## config.mk

```make
export PLATFORM = sky130hd
export DESIGN_NAME = vram_arbiter
export DESIGN_NICKNAME = d
export VERILOG_FILES = /design/src/rtl/vram_arb_pkg.sv /design/src/rtl/vram_fetch_latch.sv /design/src/rtl/vram_arbiter.sv
export SDC_FILE = /design/constraint.sdc
export NUM_CORES = 1
export LEC_CHECK = 0
export ABC_CLOCK_PERIOD_IN_PS = 1600
export BUFFER_PORTS_ARGS = -buffer_cell sky130_fd_sc_hd__buf_4
export CAP_MARGIN = 10
export CORE_MARGIN = 3
export CORE_UTILIZATION = 48
export DETAILED_ROUTE_END_ITERATION = 16
export PLACE_DENSITY = 0.83
export SLEW_MARGIN = 20
export SYNTH_ARGS = -nofsm -noshare
export SYNTH_HDL_FRONTEND = slang
export SYNTH_SLANG_ARGS = --single-unit
export TNS_END_PERCENT = 1
```

## constraint.sdc

```tcl
create_clock -name clk50 -period 1.6 [get_ports clk50]
set_input_delay 0.32 -clock clk50 [delete_from_list [all_inputs] [get_ports clk50]]
set_output_delay 0.32 -clock clk50 [all_outputs]
set_load 0.1 [all_outputs]
```

## src/rtl/vram_arb_pkg.sv

```systemverilog
// Shared types and constants for the video-RAM arbiter: FSM state encoding,
// default RAM geometry and the worst-case video fetch latency.
package vram_arb_pkg;

    localparam int DEF_ADDR_W  = 9;
    localparam int DEF_DATA_W  = 16;
    localparam int VID_MAX_LAT = 6;

    typedef enum logic [2:0] {
        IDLE,
        VID_ADDR,
        VID_DATA,
        CPU_ADDR,
        CPU_DATA,
        CPU_WR
    } arb_state_t;

endpackage

```

## src/rtl/vram_fetch_latch.sv

```systemverilog
// Holds a video fetch that arrives while the RAM port is busy, and flags an
// overrun when a second fetch lands before the first was served.
module vram_fetch_latch
    import vram_arb_pkg::*;
#(
    parameter int ADDR_W = DEF_ADDR_W
) (
    input  logic              clk50,
    input  logic              rst_n,
    input  logic              vid_fetch,
    input  logic [ADDR_W-1:0] vid_addr,
    input  logic              busy,
    output logic              vid_pend,
    output logic [ADDR_W-1:0] vid_pend_addr,
    output logic              vid_overrun
);

    // In IDLE the arbiter always serves video, so any pending fetch is consumed;
    // a fresh fetch in that same cycle supersedes it and counts as an overrun.
    always_ff @(posedge clk50) begin
        if (!rst_n) begin
            vid_pend      <= 1'b0;
            vid_pend_addr <= '0;
            vid_overrun   <= 1'b0;
        end else begin
            if (vid_fetch && vid_pend)
                vid_overrun <= 1'b1;
            if (vid_fetch && busy) begin
                vid_pend      <= 1'b1;
                vid_pend_addr <= vid_addr;
            end else if (!busy) begin
                vid_pend <= 1'b0;
            end
        end
    end

endmodule

```

## src/rtl/vram_arbiter.sv

```systemverilog
// Shares one single-port video RAM between scan-out fetches (absolute priority)
// and a req/ack CPU port. All RAM-side and handshake outputs are registered.
module vram_arbiter
    import vram_arb_pkg::*;
#(
    parameter int ADDR_W = DEF_ADDR_W,
    parameter int DATA_W = DEF_DATA_W
) (
    input  logic              clk50,
    input  logic              rst_n,
    input  logic              vid_fetch,
    input  logic [ADDR_W-1:0] vid_addr,
    output logic              vid_valid,
    output logic [DATA_W-1:0] vid_data,
    output logic              vid_overrun,
    input  logic              cpu_req,
    input  logic              cpu_we,
    input  logic [ADDR_W-1:0] cpu_addr,
    input  logic [DATA_W-1:0] cpu_wdata,
    output logic              cpu_ack,
    output logic [DATA_W-1:0] cpu_rdata,
    output logic [ADDR_W-1:0] ram_addr,
    output logic [DATA_W-1:0] ram_wdata,
    output logic              ram_load,
    input  logic [DATA_W-1:0] ram_rdata
);

    arb_state_t        state, state_nxt;
    logic [ADDR_W-1:0] ram_addr_nxt;
    logic [DATA_W-1:0] ram_wdata_nxt, vid_data_nxt, cpu_rdata_nxt;
    logic              ram_load_nxt, vid_valid_nxt, cpu_ack_nxt;
    logic              vid_pend;
    logic [ADDR_W-1:0] vid_pend_addr;
    logic              busy;

    assign busy = (state != IDLE);

    vram_fetch_latch #(.ADDR_W(ADDR_W)) u_fetch_latch (
        .clk50        (clk50),
        .rst_n        (rst_n),
        .vid_fetch    (vid_fetch),
        .vid_addr     (vid_addr),
        .busy         (busy),
        .vid_pend     (vid_pend),
        .vid_pend_addr(vid_pend_addr),
        .vid_overrun  (vid_overrun)
    );

    always_comb begin
        // NOTE: every output of this block gets a default before the case, so no path can infer a latch.
        state_nxt     = state;
        ram_addr_nxt  = ram_addr;
        ram_wdata_nxt = ram_wdata;
        ram_load_nxt  = 1'b0;
        vid_data_nxt  = vid_data;
        vid_valid_nxt = 1'b0;
        cpu_rdata_nxt = cpu_rdata;
        cpu_ack_nxt   = 1'b0;

        case (state)
            IDLE: begin
                if (vid_fetch || vid_pend) begin
                    ram_addr_nxt = vid_fetch ? vid_addr : vid_pend_addr;
                    state_nxt    = VID_ADDR;
                end else if (cpu_req && !cpu_ack) begin
                    // A request still high during its own ack cycle is the old one.
                    ram_addr_nxt = cpu_addr;
                    if (cpu_we) begin
                        ram_wdata_nxt = cpu_wdata;
                        ram_load_nxt  = 1'b1;
                        state_nxt     = CPU_WR;
                    end else begin
                        state_nxt = CPU_ADDR;
                    end
                end
            end
            VID_ADDR: state_nxt = VID_DATA;
            VID_DATA: begin
                vid_data_nxt  = ram_rdata;
                vid_valid_nxt = 1'b1;
                state_nxt     = IDLE;
            end
            CPU_ADDR: state_nxt = CPU_DATA;
            CPU_DATA: begin
                cpu_rdata_nxt = ram_rdata;
                cpu_ack_nxt   = 1'b1;
                state_nxt     = IDLE;
            end
            CPU_WR: begin
                cpu_ack_nxt = 1'b1;
                state_nxt   = IDLE;
            end
            default: state_nxt = IDLE;
        endcase
    end

    // Clearing ram_load in reset guarantees an interrupted write is never replayed.
    always_ff @(posedge clk50) begin
        if (!rst_n) begin
            state     <= IDLE;
            ram_addr  <= '0;
            ram_wdata <= '0;
            ram_load  <= 1'b0;
            vid_data  <= '0;
            vid_valid <= 1'b0;
            cpu_rdata <= '0;
            cpu_ack   <= 1'b0;
        end else begin
            // NOTE: non-blocking assignments so each register updates from pre-edge values regardless of order.
            state     <= state_nxt;
            ram_addr  <= ram_addr_nxt;
            ram_wdata <= ram_wdata_nxt;
            ram_load  <= ram_load_nxt;
            vid_data  <= vid_data_nxt;
            vid_valid <= vid_valid_nxt;
            cpu_rdata <= cpu_rdata_nxt;
            cpu_ack   <= cpu_ack_nxt;
        end
    end

endmodule

```

**Word-level counts from Yosys, hierarchy flattened**

Index checks and enable logic that the tools add are counted.

- Register bits: 74
- Latch bits: 0
- Bits in writable memories: 0
- ROM bits: 0
- Output and inout bits: 61
- Word-level logic and storage cells: 46
- Memories: 0

- Add/sub/neg operators: 0
- $mul: 0
- Div/mod/pow operators: 0
- $lt $le $gt $ge: 0
- Equality and inequality tests: 7
- Shift-type cells: 0
- Muxes and demuxes: 12
- Bitwise logic cells: 4
- Reduce and logical (&&, ||, !) cells: 12

Operators with widths:

| operator | count |
|---|---|
| 2-to-1 mux 9 bit | 3 |
| 2-to-1 mux 3 bit | 3 |
| one-hot mux 3 bit (3 select lines) | 1 |
| == test 3 x 2 -> 1 bit, second input constant | 2 |
| == test 3 bit, second input constant | 2 |
| 2-to-1 mux 1 bit | 5 |
| inverter 1 bit | 4 |
| AND reduction 4 bit | 1 |
| OR reduction 4 bit | 1 |
| == test 3 x 1 -> 1 bit, second input constant | 1 |
| logical AND 1 bit | 3 |
| logical NOT 3 bit | 1 |
| inequality test 3 bit, second input constant | 1 |
| nonzero test 3 bit | 1 |
| inequality test 2 bit, second input constant | 1 |
| AND reduction 2 bit | 1 |
| nonzero test 2 bit | 1 |
| OR reduction 2 bit | 1 |
| logical NOT 1 bit | 1 |
| logical OR 1 bit | 1 |

**Longest topological paths before layout**

- Word-level depth: 5
- Gate-level depth with buffers: 6

**Modules after synthesis**

A second synthesis with hierarchy kept.

- Cell total of the unflattened synthesis: 333
- Area, all modules: 3081.7 µm²

By module, submodules not included:

| module | times used | cells an instance | area each (µm²) |
|---|---|---|---|
| vram_arbiter | 1 | 286 | 2631.3 |
| vram_fetch_latch | 1 | 47 | 450.4 |

**Least setup slack after synthesis**

OpenSTA, ideal clock, no wires.

- Path type: reg2reg
- Start: register cpu_ack
- End: register ram_load
- Setup time: 0.115 ns
- Data arrival time: 1.810 ns
- Required time: 1.485 ns
- Setup slack: -0.325 ns
- Cell stages (with the launch flop): 6
- Path buffers: 2
- Clock period less this slack: 1.925 ns
- Cell sequence: dfxtp_1 > nor2b_1 > and4_4 > buf_12 > buf_12 > and2_1

- Longest elaborated chain between the ends: 4

RTL lines:

| item | RTL line | text |
|---|---|---|
| start: declaration | vram_arbiter.sv:20 | `output logic cpu_ack,` |
| start signal: assignment | vram_arbiter.sv:117 | `cpu_ack <= cpu_ack_nxt;` |
| logical NOT 1 bit | vram_arbiter.sv:65 | `end else if (cpu_req && !cpu_ack) begin` |
| logical AND 1 bit | vram_arbiter.sv:65 |  |
| inverter 1 bit (no source line) | - |  |
| OR reduction 4 bit (no source line) | - |  |
| end signal: assignment | vram_arbiter.sv:113 | `ram_load <= ram_load_nxt;` |
| end: declaration | vram_arbiter.sv:24 | `output logic ram_load,` |

No other way between the ends.
A chain may end at the register's enable or synchronous reset.

**Worst setup path after layout**

- Start: register state[2]
- End: register ram_wdata[12]

- Longest elaborated chain between the ends: 2

RTL lines:

| item | RTL line | text |
|---|---|---|
| start: declaration | vram_arbiter.sv:28 | `arb_state_t state, state_nxt;` |
| start signal: assignment | vram_arbiter.sv:110 | `state <= state_nxt;` |
| logical NOT 3 bit | vram_arbiter.sv:60 | `case (state)` |
| AND reduction 4 bit (no source line) | - |  |
| end signal: assignment | vram_arbiter.sv:112 | `ram_wdata <= ram_wdata_nxt;` |
| end: declaration | vram_arbiter.sv:23 | `output logic [DATA_W-1:0] ram_wdata,` |

No other way between the ends.

==> results.md <==
- Post-synthesis async set-or-reset flop share: 0
- Final setup margin: 0.08784 ns
- Type of the setup path with the least slack: register to register
- Sequential fraction of the synthesis area: 0.4878
- Area added between synthesis and finish: 37.17%
- Port Buffer Count: 115
- Clock H-tree levels: 3
- Area of the core: 0.006026 mm2
- Highest attainable clock frequency: 0.6613 GHz
- Initial antenna violation count: 0
- Time the final worst path needs with I/O delays and setup: 1.512 ns
- Height of the chip: 85.54 um
- Crit path arrival time: 1.77 ns
- Count of different cell masters after synthesis: 34
- Maximum fanout along the worst path: 17
- Clock transition at the register clock pins on the worst setup and hold paths after CTS: 0.08 ns
- Cell Area, Placed: 0.003931 mm2
- Final hold vios: 0
- Total Routing Usage GR: 0.1914
- Effective utilization at floorplan: 0.5039
- Worst setup skew after layout: 0.01189 ns
- Number of remaining DRC errors: 0
- Global-route wire length before repair: 11250 um
- Routed wire length: 7019 um
- Flops & latches, synth: 74
- Number of max-slew violations in the final report: 0
- Pin count of the biggest net entering global routing: 41
- Ratio of final minimum period to clock period: 0.9451
- Detailed Routing Iterations Pass 1: 4
- Kind of path behind the tightest hold check: primary input to register
- Number of placed cells counting well taps: 499
- Result of the run: finished clean
- Critical Path Start Type: register
- Gate count after technology mapping: 323
- Worst slack at placement: 0.08965 ns
- Final non-filler cell area: 0.004165 mm2
- CTS Buffer Depth: 2
- Number of placed I/O pins: 116
- Via count of the first global-routing pass: 2417
- Type of element capturing the critical path: register
- Drt via density: 4.998
- Max_slew headroom: 0.7187
- DRC violation total after the first TritonRoute iteration: 84
- Area of the die: 0.007317 mm2
- P_leak: 1.834 nW
- Via count of the routed design: 2574
- Synthesis Warnings: 0
- Total standard cell area after synthesis: 0.003037 mm2
- Overflow left after global routing: 0
- Worst-margin pin slew: 0.4214 ns
- Number of nets at the end of the flow: 490
- Post-synthesis cell type with the largest combined area: dfxtp_1
- Post-synthesis net count: 378
- Die W: 85.54 um
- Half-perimeter wire length after placement: 5042 um
- Number of antenna-violating nets in the routed design: 0
- Register-to-register path setup slack: 0.09 ns
- Total of fill cells in the finished design: 499
- Power after layout: 5.169 mW
- Number of enable-type register cells in the synthesized netlist: 0
- Clock latency on the worst-skew pair: 0.34 ns
- Share of Yosys cell area claimed by the top area cell type: 0.4878
- RSZ-0062 raised after global routing: false
- Average detailed-routed wire length per instance: 13.63 um
- TNS Setup: 0 ns
- Cells taking the most area after synthesis: dfxtp_1 (49%), nand2_1 (13%), mux2i_1 (11%)
- Number of buffers inserted by post-CTS setup repair: 0
- Average instance area after synthesis: 9.401 um2
- TritonCTS clock tree: done
- Peak supply drop: 0.0007664 V
- Total power density per cell area: 1241 mW/mm2
- Setup violation total in the final timing report: 0
- Final Instance Count excl. Fillers: 515
- Root Buffer Master: clkbuf_8
- Max Cap Violations: 0
- Total number of placement rows: 28
- Worst Path Required: 1.86 ns
- Clock buffer count from CTS: 9
- RD Place Congestion: 0.7457
- Fraction of layout instances using a drive strength above 1: 0.3614
- Number of sinks on the clock net: 74
- Most used flip-flop cell after synthesis: dfxtp_1
- Antenna Diode Count: 0
[cells by family (layout without fill, tap and decap cells)]
logic type | Yosys count | in the layout | share of synthesized area
buf+inv | 26 | 143 | 0.05397
compound gates | 49 | 49 | 0.1170
simple gates | 131 | 131 | 0.1957
flops | 74 | 74 | 0.4878
mux | 43 | 43 | 0.1454
[what timing repair did]
item / in CTS / in global routing
hold buffers: 0 / 0
endpoints found under the setup margin: 0 / 13
gates resized for setup: 0 / 2
[final timing paths]
check / startpoint / endpoint / depth (start not counted)
hold reg to reg: cpu_rdata[10] / cpu_rdata[10] / 2
hold / removal: ram_rdata[10] / cpu_rdata[10] / 3
setup / recovery: state[2] / ram_wdata[12] / 3
setup reg to reg: state[2] / ram_wdata[12] / 3
[power breakdown]
part,switching [mW],internal [mW],leakage [nW]
logic,1.04,0.431,1.12
registers,0.0910,1.97,0.602
clock network,0.668,0.964,0.117
[placed cells by master, fill, tap and decap left out, drive strengths merged]
cell and n:
nand2b 1, buf 125, bufinv 2, inv 2, nor2 1, mux2i 34
o22ai 9, or3b 2, a211oi 1, clkbuf 12, and3b 1, nor3b 3
o21bai 1, nand2 105, nor3 3, and2 2, a21oi 2, mux2 9
and4 1, a31oi 1, o21a 1, o211ai 1, o31ai 1, nor2b 11
or2 1, a21boi 32, clkinv 2, dfxtp 74
[per-stage QoR]
step                hold WS (ns)    util
global placement          0.4420  0.6524
global route              0.2040  0.6912
floorplan                 0.4549       -
detailed placement        0.4493  0.6524
finish                    0.2268  0.6912
CTS                       0.2121  0.6904
[state kept, by name, indices dropped and copies added, names as in the netlist]
register,count
u_fetch_latch.vid_overrun,1
ram_load,1
vid_valid,1
ram_addr,9
cpu_rdata,16
u_fetch_latch.vid_pend_addr,9
u_fetch_latch.vid_pend,1
ram_wdata,16
vid_data,16
state,3
cpu_ack,1
[cell type report]
type                            count  area (um2)  share of cell area
Clock buffer                       12       155.1             0.03725
Inverter                            2       7.507            0.001802
Tap cell                           75       93.84             0.02253
Multi-Input combinational cell    223        1401              0.3364
Sequential cell                    74        1483              0.3560
Clock inverter                      4       73.82             0.01772
Timing Repair Buffer              125       950.9              0.2283
[Yosys cell counts, drive strengths merged (2+ instances only)]
cell	instances
mux2	9
mux2i	34
nor3b	3
nor3	3
nor2b	11
buf	13
a21boi	32
a21oi	2
or3b	2
inv	2
dfxtp	74
o22ai	9
clkbuf	11
nand2	105
and2	2
[layer usage]
| layer | up-vias | GRT usage | part of all wire |
|---|---|---|---|
| li1 | 1293 | - | - |
| met1 | 1191 | 0.2379 | 0.44 |
| met2 | 85 | 0.3114 | 0.47 |
| met3 | 5 | 0.06916 | 0.083 |
| met4 | 0 | 0.05899 | 0.0067 |
| met5 | - | 0 | 0 |
[critical path, stage by stage, from the launching register on]
cell	delay, ns
dfxtp_1	0.40
nor3_4	0.32
and4_4	0.47
mux2i_1	0.23
Power figures use the tool's default switching activity.
